<file path="src/rtl/hdlc_rx_deframer_pkg.sv">
// Shared definitions for the HDLC receive deframer: one-hot detector state indices,
// CRC-16/X.25 constants and the receiver mode type.
package hdlc_pkg;

    localparam int S0      = 0;
    localparam int S1      = 1;
    localparam int S2      = 2;
    localparam int S3      = 3;
    localparam int S4      = 4;
    localparam int S5      = 5;
    localparam int S6      = 6;
    localparam int ERR     = 7;
    localparam int DISC    = 8;
    localparam int FLAG    = 9;
    localparam int NSTATES = 10;

    localparam logic [15:0] CRC_INIT     = 16'hFFFF;
    localparam logic [15:0] CRC_POLY_REV = 16'h8408;
    localparam logic [15:0] CRC_GOOD     = 16'hF0B8;

    typedef enum logic {
        HUNT,
        SYNC
    } rx_mode_e;

    // One LSB-first bit step of the reflected CRC-16/X.25.
    function automatic logic [15:0] crc16_bit(input logic [15:0] crc, input logic b);
        return (crc[0] ^ b) ? ((crc >> 1) ^ CRC_POLY_REV) : (crc >> 1);
    endfunction

endpackage

</file>
<file path="src/rtl/hdlc_rx_deframer_if.sv">
// Serial-bit input and byte-output bundle of the HDLC receive deframer.
// master = sampler/consumer side, slave = deframer side.
interface hdlc_rx_deframer_if;
    logic       in_valid;
    logic       in;
    logic       out_valid;
    logic [7:0] out_data;
    logic       out_sof;
    logic       out_eof;
    logic       out_abort;
    logic       out_crc_err;
    logic       in_frame;

    modport master (
        output in_valid, in,
        input  out_valid, out_data, out_sof, out_eof, out_abort, out_crc_err, in_frame
    );

    modport slave (
        input  in_valid, in,
        output out_valid, out_data, out_sof, out_eof, out_abort, out_crc_err, in_frame
    );
endinterface

</file>
<file path="src/rtl/hdlc_rx_deframer_det.sv">
// hdlc_onehot_det: registered one-hot ones-run detector that classifies each line bit
// as data, stuffed zero (DISC), flag (FLAG) or abort run (ERR).
module hdlc_onehot_det
    import hdlc_pkg::*;
(
    input  logic               clk,
    input  logic               aresetn,
    input  logic               in_valid,
    input  logic               in,
    output logic [NSTATES-1:0] state,
    output logic [NSTATES-1:0] next_state
);

    always_comb begin
        // NOTE: assigning the whole vector before any branch keeps this block free of latches.
        next_state = '0;
        if (in) begin
            next_state[S1]  = state[S0] | state[DISC] | state[FLAG];
            next_state[S2]  = state[S1];
            next_state[S3]  = state[S2];
            next_state[S4]  = state[S3];
            next_state[S5]  = state[S4];
            next_state[S6]  = state[S5];
            next_state[ERR] = state[S6] | state[ERR];
        end else begin
            next_state[DISC] = state[S5];
            next_state[FLAG] = state[S6];
            next_state[S0]   = ~(state[S5] | state[S6]);
        end
    end

    always_ff @(posedge clk or negedge aresetn) begin
        // NOTE: non-blocking updates so every register samples pre-edge values.
        if (!aresetn) begin
            state <= NSTATES'(1);
        end else if (in_valid) begin
            state <= next_state;
        end
    end

endmodule

</file>
<file path="src/rtl/hdlc_rx_deframer.sv">
// HDLC receive deframer: drops stuffed zeros, strips flags, packs bytes LSB-first and
// reports SOF/EOF/abort. Optional FCS check enabled by defining HDLC_RX_CRC16_EN.
module hdlc_rx_deframer
    import hdlc_pkg::*;
#(
    parameter int MAX_BYTES = 256
) (
    input logic               clk,
    input logic               aresetn,
    hdlc_rx_deframer_if.slave bus
);

    localparam int                 DLY       = 7;
    localparam int                 CW        = $clog2(MAX_BYTES + 1);
    localparam logic [CW-1:0]      MAX_CNT   = CW'(MAX_BYTES);
    localparam logic [NSTATES-1:0] ERR_OH    = NSTATES'(1) << ERR;
    localparam logic [NSTATES-1:0] PUSH_MASK = (NSTATES'(1) << (S6 + 1)) - NSTATES'(1);

    logic [NSTATES-1:0] det_state, det_next;
    logic               ev_flag, ev_abort, ev_push;

    hdlc_onehot_det u_det (
        .clk       (clk),
        .aresetn   (aresetn),
        .in_valid  (bus.in_valid),
        .in        (bus.in),
        .state     (det_state),
        .next_state(det_next)
    );

    assign ev_flag  = det_next[FLAG];
    assign ev_abort = det_next[ERR] && (det_state != ERR_OH);
    assign ev_push  = |(det_next & PUSH_MASK);

    rx_mode_e         mode_q, mode_d;
    logic [DLY-1:0]   dly_q, dly_d;
    logic [2:0]       dly_cnt_q, dly_cnt_d;
    logic [6:0]       pack_q, pack_d;
    logic [2:0]       pack_cnt_q, pack_cnt_d;
    logic [7:0]       hold_q, hold_d;
    logic             hold_vld_q, hold_vld_d;
    logic             hold_first_q, hold_first_d;
    logic [CW-1:0]    byte_cnt_q, byte_cnt_d;
    logic             in_frame_q, in_frame_d;
    logic             out_valid_q, out_valid_d;
    logic [7:0]       out_data_q, out_data_d;
    logic             out_sof_q, out_sof_d;
    logic             out_eof_q, out_eof_d;
    logic             out_abort_q, out_abort_d;
    logic [7:0]       byte_v;
    logic             clr;
`ifdef HDLC_RX_CRC16_EN
    logic [15:0]      crc_q, crc_d;
    logic             crc_err_q, crc_err_d;
`endif

    always_comb begin
        mode_d       = mode_q;
        dly_d        = dly_q;
        dly_cnt_d    = dly_cnt_q;
        pack_d       = pack_q;
        pack_cnt_d   = pack_cnt_q;
        hold_d       = hold_q;
        hold_vld_d   = hold_vld_q;
        hold_first_d = hold_first_q;
        byte_cnt_d   = byte_cnt_q;
        in_frame_d   = in_frame_q;
        out_valid_d  = 1'b0;
        out_data_d   = out_data_q;
        out_sof_d    = 1'b0;
        out_eof_d    = 1'b0;
        out_abort_d  = 1'b0;
        clr          = 1'b0;
        byte_v       = {dly_q[DLY-1], pack_q};
`ifdef HDLC_RX_CRC16_EN
        crc_d        = crc_q;
        crc_err_d    = 1'b0;
`endif
        if (bus.in_valid) begin
            unique case (mode_q)
                HUNT: begin
                    if (ev_flag) begin
                        mode_d = SYNC;
                        clr    = 1'b1;
                    end
                end
                SYNC: begin
                    if (ev_flag) begin
                        if (pack_cnt_q == 3'd0 && hold_vld_q) begin
                            out_valid_d = 1'b1;
                            out_data_d  = hold_q;
                            out_sof_d   = hold_first_q;
                            out_eof_d   = 1'b1;
`ifdef HDLC_RX_CRC16_EN
                            crc_err_d   = (byte_cnt_q < CW'(3)) || (crc_q != CRC_GOOD);
`endif
                        end else if (pack_cnt_q != 3'd0) begin
                            out_abort_d = 1'b1;
                        end
                        clr = 1'b1;
                    end else if (ev_abort) begin
                        out_abort_d = in_frame_q || hold_vld_q || (pack_cnt_q != 3'd0);
                        mode_d      = HUNT;
                        clr         = 1'b1;
                    end else if (ev_push) begin
                        dly_d = {dly_q[DLY-2:0], bus.in};
                        if (dly_cnt_q != 3'd7) begin
                            dly_cnt_d = dly_cnt_q + 3'd1;
                        end else begin
                            // Oldest delayed bit is now known not to be part of a flag.
                            pack_d     = byte_v[7:1];
                            pack_cnt_d = pack_cnt_q + 3'd1;
`ifdef HDLC_RX_CRC16_EN
                            crc_d      = crc16_bit(crc_q, dly_q[DLY-1]);
`endif
                            if (pack_cnt_q == 3'd7) begin
                                if (byte_cnt_q == MAX_CNT) begin
                                    out_abort_d = 1'b1;
                                    mode_d      = HUNT;
                                    clr         = 1'b1;
                                end else begin
                                    byte_cnt_d   = byte_cnt_q + CW'(1);
                                    in_frame_d   = 1'b1;
                                    hold_d       = byte_v;
                                    hold_vld_d   = 1'b1;
                                    hold_first_d = (byte_cnt_q == '0);
                                    out_valid_d  = hold_vld_q;
                                    out_sof_d    = hold_vld_q && hold_first_q;
                                    if (hold_vld_q) begin
                                        out_data_d = hold_q;
                                    end
                                end
                            end
                        end
                    end
                end
            endcase
        end
        if (clr) begin
            dly_cnt_d    = 3'd0;
            pack_cnt_d   = 3'd0;
            hold_vld_d   = 1'b0;
            hold_first_d = 1'b0;
            byte_cnt_d   = '0;
            in_frame_d   = 1'b0;
`ifdef HDLC_RX_CRC16_EN
            crc_d        = CRC_INIT;
`endif
        end
    end

    always_ff @(posedge clk or negedge aresetn) begin
        if (!aresetn) begin
            mode_q       <= HUNT;
            dly_q        <= '0;
            dly_cnt_q    <= 3'd0;
            pack_q       <= '0;
            pack_cnt_q   <= 3'd0;
            hold_q       <= '0;
            hold_vld_q   <= 1'b0;
            hold_first_q <= 1'b0;
            byte_cnt_q   <= '0;
            in_frame_q   <= 1'b0;
            out_valid_q  <= 1'b0;
            out_data_q   <= '0;
            out_sof_q    <= 1'b0;
            out_eof_q    <= 1'b0;
            out_abort_q  <= 1'b0;
`ifdef HDLC_RX_CRC16_EN
            crc_q        <= CRC_INIT;
            crc_err_q    <= 1'b0;
`endif
        end else begin
            mode_q       <= mode_d;
            dly_q        <= dly_d;
            dly_cnt_q    <= dly_cnt_d;
            pack_q       <= pack_d;
            pack_cnt_q   <= pack_cnt_d;
            hold_q       <= hold_d;
            hold_vld_q   <= hold_vld_d;
            hold_first_q <= hold_first_d;
            byte_cnt_q   <= byte_cnt_d;
            in_frame_q   <= in_frame_d;
            out_valid_q  <= out_valid_d;
            out_data_q   <= out_data_d;
            out_sof_q    <= out_sof_d;
            out_eof_q    <= out_eof_d;
            out_abort_q  <= out_abort_d;
`ifdef HDLC_RX_CRC16_EN
            crc_q        <= crc_d;
            crc_err_q    <= crc_err_d;
`endif
        end
    end

    assign bus.out_valid = out_valid_q;
    assign bus.out_data  = out_data_q;
    assign bus.out_sof   = out_sof_q;
    assign bus.out_eof   = out_eof_q;
    assign bus.out_abort = out_abort_q;
    assign bus.in_frame  = in_frame_q;
`ifdef HDLC_RX_CRC16_EN
    assign bus.out_crc_err = crc_err_q;
`else
    assign bus.out_crc_err = 1'b0;
`endif

endmodule

</file>
<file path="src/flat_wrapper.sv">
// flat-port wrapper written by rule: the top's interface ports become plain ports
module hdlc_rx_deframer_flat import hdlc_pkg::*;
#(
    parameter int MAX_BYTES = 256
)
  (clk, aresetn, bus_in_valid, bus_in, bus_out_valid, bus_out_data, bus_out_sof, bus_out_eof, bus_out_abort, bus_out_crc_err, bus_in_frame);
  hdlc_rx_deframer_if bus_i ();
  input logic clk;
  input logic aresetn;
  input wire logic [$bits(bus_i.in_valid)-1:0] bus_in_valid;
  input wire logic [$bits(bus_i.in)-1:0] bus_in;
  output wire logic [$bits(bus_i.out_valid)-1:0] bus_out_valid;
  output wire logic [$bits(bus_i.out_data)-1:0] bus_out_data;
  output wire logic [$bits(bus_i.out_sof)-1:0] bus_out_sof;
  output wire logic [$bits(bus_i.out_eof)-1:0] bus_out_eof;
  output wire logic [$bits(bus_i.out_abort)-1:0] bus_out_abort;
  output wire logic [$bits(bus_i.out_crc_err)-1:0] bus_out_crc_err;
  output wire logic [$bits(bus_i.in_frame)-1:0] bus_in_frame;
  assign bus_i.in_valid = bus_in_valid;
  assign bus_i.in = bus_in;
  assign bus_out_valid = bus_i.out_valid;
  assign bus_out_data = bus_i.out_data;
  assign bus_out_sof = bus_i.out_sof;
  assign bus_out_eof = bus_i.out_eof;
  assign bus_out_abort = bus_i.out_abort;
  assign bus_out_crc_err = bus_i.out_crc_err;
  assign bus_in_frame = bus_i.in_frame;
  hdlc_rx_deframer #(.MAX_BYTES(MAX_BYTES)) u_core (.clk(clk), .aresetn(aresetn), .bus(bus_i));
endmodule
</file>
<file path="config.mk">
export PLATFORM = sky130hd
export DESIGN_NAME = hdlc_rx_deframer_flat
export DESIGN_NICKNAME = d
export VERILOG_FILES = /design/src/rtl/hdlc_rx_deframer_pkg.sv /design/src/rtl/hdlc_rx_deframer_if.sv /design/src/rtl/hdlc_rx_deframer_det.sv /design/src/rtl/hdlc_rx_deframer.sv /design/src/flat_wrapper.sv
export SDC_FILE = /design/constraint.sdc
export NUM_CORES = 1
export LEC_CHECK = 0
export CORE_AREA = 2 2 71 73
export DETAILED_ROUTE_END_ITERATION = 8
export DIE_AREA = 0 0 73 75
export GPL_ROUTABILITY_DRIVEN = 0
export PLACE_DENSITY = 0.93
export SLEW_MARGIN = 25
export SYNTH_ARGS = -nofsm -noshare
export SYNTH_HDL_FRONTEND = slang
export SYNTH_SLANG_ARGS = --single-unit
</file>
<file path="constraint.sdc">
create_clock -name clk -period 4.2 [get_ports clk]
set_input_delay 0.84 -clock clk [delete_from_list [all_inputs] [get_ports clk]]
set_output_delay 0.84 -clock clk [all_outputs]
set_load 0.02 [all_outputs]
</file>
======== After elaboration in Yosys (flattened, before gate mapping) ========
Cells that the tools add are included.
storage, ports and cells
  memories kept ........................... 0
  bits in latches ......................... 0
  bits in read-only memories .............. 0
  bits in writable memories ............... 0
  word-level logic and storage cells ...... 158
  output and inout port bits .............. 14
  input port bits ......................... 4
  flip-flop bits (word level) ............. 62
cells by class
  equality and inequality tests ........... 12
  reduce and logical (&&, ||, !) cells .... 23
  $lt $le $gt $ge ......................... 0
  shift operators ......................... 0
  divide/modulo/power cells ............... 0
  $add $sub $neg .......................... 3
  bitwise logic cells ..................... 10
  multiply operators ...................... 0
  muxes and demuxes ....................... 95
operator list
  operator                                         number
  2-to-1 mux 9 bit                                 9
  2-to-1 mux 8 bit                                 8
  2-to-1 mux 1 bit                                 60
  2-to-1 mux 3 bit                                 14
  AND reduction 6 bit                              3
  AND reduction 8 bit                              2
  nonzero test 2 bit                               8
  != test 10 x 8 -> 1 bit (second input constant)  1
  != test 2 x 1 -> 1 bit (second input constant)   5
  adder 9 x 1 -> 9 bit (second input constant)     1
  equality test 9 bit (second input constant)      1
  logical NOT 9 bit                                1
  AND reduction 9 bit                              1
  2-to-1 mux 7 bit                                 1
  OR reduction 7 bit                               1
  adder 3 x 1 -> 3 bit (second input constant)     2
  != test 2 bit (second input constant)            3
  NOT 1 bit                                        6
  AND reduction 5 bit                              1
  bitwise OR 1 bit                                 4
  case mux 1 bit (2 select lines)                  2
  equality test 3 bit (second input constant)      1
  logical AND 1 bit                                3
  logical NOT 3 bit                                1
  4 further kinds                                  4

======== Longest topological paths before layout ========
  depth in word-level cells ............... 11
  depth in mapped cells ................... 8
  gate-level depth less buffers ........... 7

======== Modules after synthesis ========
A second synthesis with hierarchy kept.
second synthesis, totals
  cell total of the unflattened synthesis .. 246
  area, all modules ....................... 2881.5 um^2
modules (own cells, without submodules)
  module            cells each  seq. area each (um^2)  area each (um^2)  instances
  hdlc_rx_deframer  212         1301.2                 2438.6            1
  hdlc_onehot_det   34          251.5                  442.9             1

======== Least setup slack after synthesis ========
Ideal clock, no wire load.
  path type ............................... input to register
  start point ............................. input bus_in
  end point ............................... register u_core.out_data_q[0], in the netlist u_core.bus.out_data[0]
  data arrival time ....................... 2.509 ns
  data required time ...................... 4.075 ns
  stages .................................. 8
  setup time .............................. 0.125 ns
  path slack .............................. 1.566 ns
  path buffers ............................ 3
  cell sequence ........................... clkbuf_1 > nor3_1 > and3_1 > clkbuf_1 > o211a_4 > a31o_1 > buf_6 > mux2_4
between the ends
  cells in the longest elaborated chain, start to end .. 4
  elaborated cells between the ends (all ways) .. 14
  classes of those cells .................. 4 x eq/ne; 4 x mux; 6 x reduce/logical
RTL lines
  what                                                                           RTL line                                        text
  start, declared                                                                flat_wrapper.sv:11                              input wire logic [$bits(bus_i.in)-1:0] bus_in;
  2-to-1 mux 1 bit or 2-to-1 mux 7 bit (tied branches)                           hdlc_rx_deframer_det.sv:17                      if (in) begin
  OR reduction 7 bit or logical AND 1 bit (tied branches)                        hdlc_rx_deframer.sv:33, hdlc_rx_deframer.sv:32
  nonzero test 2 bit (no source line) or != test 2 x 1 -> 1 bit (tied branches)  -
  AND reduction 9 bit (no source line)                                           -
  end signal, assigned                                                           hdlc_rx_deframer.sv:185                         out_data_q <= out_data_d;
  end, declared                                                                  hdlc_rx_deframer.sv:46                          logic [7:0] out_data_q, out_data_d;
Parallel ways exist; a longest one is shown, timed or not.
A chain may end at the register's enable or synchronous reset.

======== Worst setup path after layout ========
  start point ............................. input bus_in
  end point ............................... register u_core.out_data_q[7], in the netlist u_core.bus.out_data[7]
Same word-level chain as after synthesis.

==> key figures <==
Global route
  • Number of global-route vias before repair: approximately 1900
  • All-layer global routing usage: a little over a fifth
  • Pin count of the biggest net entering global routing: 47
  • Wire length of the first global-routing pass: between 8000 and 9000 um
  • Number of antenna violations at the first check in global routing: 0
  • Remaining Overflow, GRT: 0

Final layout
  • Count of antenna diodes in the layout: 0
  • Fraction of layout cells with a size suffix above 1: around a fifth
  • Multi-input gate area: around 1200 um^2
  • Cell Count, Final, Fillers Out: ~320
  • Register Area: around 1600 um^2
  • Count of nets after finishing: 276
  • Synthesis-to-layout area growth: 13.7%
  • Number of filler cells placed in the layout: roughly 300

STA
  • Hold violation total from the final report: 0
  • Final worst-path setup slack: between 1 and 1.5 ns
  • Shortest period the worst path allows: 2.99 ns
  • Total of endpoints with negative setup slack in the final report: 0
  • Clock skew: 0.00954 ns
  • Normalized max-slew margin: between 40% and 50%
  • Least-Margin Pin Slew: 0.869 ns
  • Total count of max-transition violations in the final report: 0
  • Final worst path period share: a little under three quarters
  • Total Neg Setup Slack: 0 ns
  • Achievable frequency: 0.335 GHz
  • Setup repair after global routing missed its margin: false

Min path
  • Worst hold path class: in -> async

Detailed routing
  • Ratio of routed vias to standard cells: 6.17
  • Initial DRC Count: 259
  • Routed length per placed instance: 16.6 um
  • DRT Pass-1 Iters: 4
  • Final ANT Viol Nets: 0
  • Overall via count from detail_route: 2000
  • Number of remaining DRC errors: 0
  • Detailed-route wire length: around 5400 um

CTS
  • Later-pin clock latency in the skew report: around 0.35 ns
  • CTS buffer count: 9
  • Hold_buf cts: 0
  • CTS root buf: sky130_fd_sc_hd__clkbuf_8
  • Buffer depth of the longest clock path: 2
  • Clock tree from TritonCTS: done
  • Post-cts gate resize count: 0
  • H-Tree Depth: 3
  • Total clock sinks: 62
  • Clock-pin slew of the registers on the worst-case setup and hold paths: about 0.07 ns
  • Post-CTS Setup Inserts: 0

Job
  • Max-cap violations: 0

Synthesis
  • Netlist cell types: 47
  • Proportion of synthesized area in mux cells: 13.2%
  • Synthesized area divided by synthesized cell count: ~12 um^2
  • Synthesized instance count: 246
  • Basic-gate share of the synthesized area counting and, or, nand and nor cells: roughly an eighth
  • Total nets after synthesis: 257
  • Dominant combinational cell family by area after synthesis: compound AO/OA/AOI/OAI gates
  • Asr flop ratio synth: 100%
  • Post-Synth Adder-Cell Area: 3.06%
  • Synthesis-stage register bit count: 62
  • Most frequently used flop master after synthesis: sky130_fd_sc_hd__dfrtp_1
  • Post-Syn Area: approximately 2900 um^2
  • EDFF count, synth: 0
  • Warnings, synthesis: 0
  • Compound-cell area share of the yosys netlist: about an eighth
  • Sequential fraction of the synthesis area: around 54%
  • Xor and xnor fraction of the mapped netlist area: 0%

Power
  • Worst IR drop on VDD: approximately 0.35 mV
  • Total power after layout: between 1 and 1.5 mW
  • Power density of the placed cells: ~440 nW/um^2
  • Reported leakage power: ~1.6 nW

Setup path
  • Logic depth of the worst setup path including buffers: 6
  • Crit Reg-Reg Endpoint: u_core.byte_cnt_q[5]
  • Total buffers and inverters traversed by the critical path: 1
  • Req. time, crit path: ~4.4 ns
  • Crit start category: input pin
  • Delay-heaviest family, CP: compound AO/OA/AOI/OAI gates
  • Largest fanout on the critical path: 10
  • Slowest cell on the critical path: sky130_fd_sc_hd__a31o_1
  • Kind of end point of the critical path: flop
  • List of cells traversed by the critical path: clkdlybuf4s50_1 > nor3_1 > and3_1 > o211a_4 > a31o_1 > mux2_4
  • Worst path arrival time: between 3 and 4 ns
  • Logic depth of the worst register-to-register path: 5
  • Slack of the worst reg-to-reg path: 1.63 ns
  • Delay contributed by the slowest stage of the critical path: 0.54 ns
  • Launch point of the worst reg-to-reg path: u_core.u_det.state[5]
  • Kind of critical path: in -> reg

Place
  • Worst slack at placement: 0.863 ns
  • Placed insts: 308
  • Port Buf Inserts: 16
  • Half-perimeter wire length of the detailed placement result: around 3600 um

Floorplanning
  • Core area: roughly 4700 um^2
  • Floorplan die area: about 5500 um^2
  • Ports: 18
  • Die boundary width: 73 um
  • Starting Density: 61.5%
  • Standard-cell row count: 25
  • Die Y: between 70 and 80 um

Status
  • Result of the run: finished, final reports clean
==> placed cells by master, fill, tap and decap left out, drive strengths merged, types with 2 or more instances in the layout <==
cell type / n
o2bb2ai: 2
nor2b: 2
nor2: 10
nand2b: 2
dfrtp: 61
clkinv: 3
mux2: 30
o22ai: 5
nand2: 16
a22o: 2
clkbuf: 11
a22oi: 2
o21ai: 9
clkdlybuf4s50: 15
a21oi: 8
nor4: 4
a211o: 4
nor3: 6
o31ai: 2
or4: 2
o211a: 2
inv: 12
buf: 6
nand3: 13
and3: 7
a21o: 4
o32ai: 2
a31oi: 3
ha: 7
==> sequential cells by signal, summed over array words and instances, names as in the netlist, 3 cells and up <==
register             flops
u_core.u_det.state      10
u_core.pack_cnt_q        3
u_core.hold_q            8
u_core.dly_q             7
u_core.bus.out_data      8
u_core.dly_cnt_q         3
u_core.byte_cnt_q        9
u_core.pack_q            7
==> routing by layer <==
metal  GRT usage [%]  up-vias  wire length [um]
li1                -      940                 -
met1            28.5      971              2390
met2            33.0       76              2570
met3            7.50       13               308
met4            10.9        0               121
met5               0        -                 0
==> cell families (layout without fill, tap and decap cells) <==
| logic type | after synthesis | count (layout) |
|---|---|---|
| mux | 31 | 31 |
| buf+inv | 25 | 49 |
| flops | 62 | 62 |
| fa+ha+maj | 7 | 7 |
| simple gates | 68 | 68 |
| compound gates | 52 | 52 |
| other cells | 1 | 1 |
==> Yosys cell counts (3+ instances only) <==
| cell type | n | area (um^2) |
|---|---|---|
| sky130_fd_sc_hd__a211o_1 | 4 | 35.0 |
| sky130_fd_sc_hd__a21o_1 | 4 | 30.0 |
| sky130_fd_sc_hd__a21oi_1 | 8 | 40.0 |
| sky130_fd_sc_hd__a31oi_1 | 3 | 18.8 |
| sky130_fd_sc_hd__and3_1 | 7 | 43.8 |
| sky130_fd_sc_hd__clkbuf_1 | 9 | 33.8 |
| sky130_fd_sc_hd__dfrtp_1 | 61 | 1530 |
| sky130_fd_sc_hd__ha_1 | 7 | 87.6 |
| sky130_fd_sc_hd__inv_1 | 12 | 45.0 |
| sky130_fd_sc_hd__mux2_2 | 22 | 248 |
| sky130_fd_sc_hd__mux2_4 | 8 | 120 |
| sky130_fd_sc_hd__nand2_1 | 16 | 60.1 |
| sky130_fd_sc_hd__nand3_1 | 13 | 65.1 |
| sky130_fd_sc_hd__nor2_1 | 10 | 37.5 |
| sky130_fd_sc_hd__nor3_1 | 6 | 30.0 |
| sky130_fd_sc_hd__nor4_1 | 4 | 25.0 |
| sky130_fd_sc_hd__o21ai_0 | 8 | 40.0 |
| sky130_fd_sc_hd__o22ai_1 | 5 | 31.3 |
==> final cells by class <==
| cell class | count | area share, % |
|---|---|---|
| Tap cell | 54 | 2.07 |
| Sequential cell | 62 | 47.7 |
| Timing Repair Buffer | 21 | 5.99 |
| Clock inverter | 5 | 1.84 |
| Multi-Input combinational cell | 159 | 37.0 |
| Inverter | 12 | 1.38 |
| Clock buffer | 11 | 4.03 |
==> worst reg2reg max path, cell delays in order, from the launching register on <==
cell                        delay [ns]
sky130_fd_sc_hd__dfrtp_1          0.46
sky130_fd_sc_hd__or4_4            0.59
sky130_fd_sc_hd__o211a_4          0.28
sky130_fd_sc_hd__o2111ai_2        0.70
sky130_fd_sc_hd__o22ai_1          0.23
sky130_fd_sc_hd__a21o_1           0.22
==> report_power, final <==
part / switching, mW / internal [mW] / total (mW)
clock network: 0.236 / 0.275 / 0.512
logic: 0.105 / 0.0992 / 0.205
registers: 0.0459 / 0.669 / 0.715
==> worst max path at each step <==
stage                start                      to
finish              bus_in  u_core.bus.out_data[7]
global route        bus_in  u_core.bus.out_data[1]
CTS                 bus_in  u_core.bus.out_data[7]
detailed placement  bus_in  u_core.bus.out_data[1]
global placement    bus_in  u_core.bus.out_data[3]
floorplan           bus_in  u_core.bus.out_data[0]
==> through the flow <==
stage          hold WS, ns  utilization [%]  instance area [um^2]
2_1_floorplan        0.445                -                  2870
3_3_place_gp         0.482             65.7                  3060
3_5_place_dp         0.497             65.7                  3060
4_1_cts              0.512             69.9                  3260
5_1_grt              0.519             69.9                  3260
6_report             0.476             69.9                  3260
No activity file was read; power rests on OpenSTA's default activity.
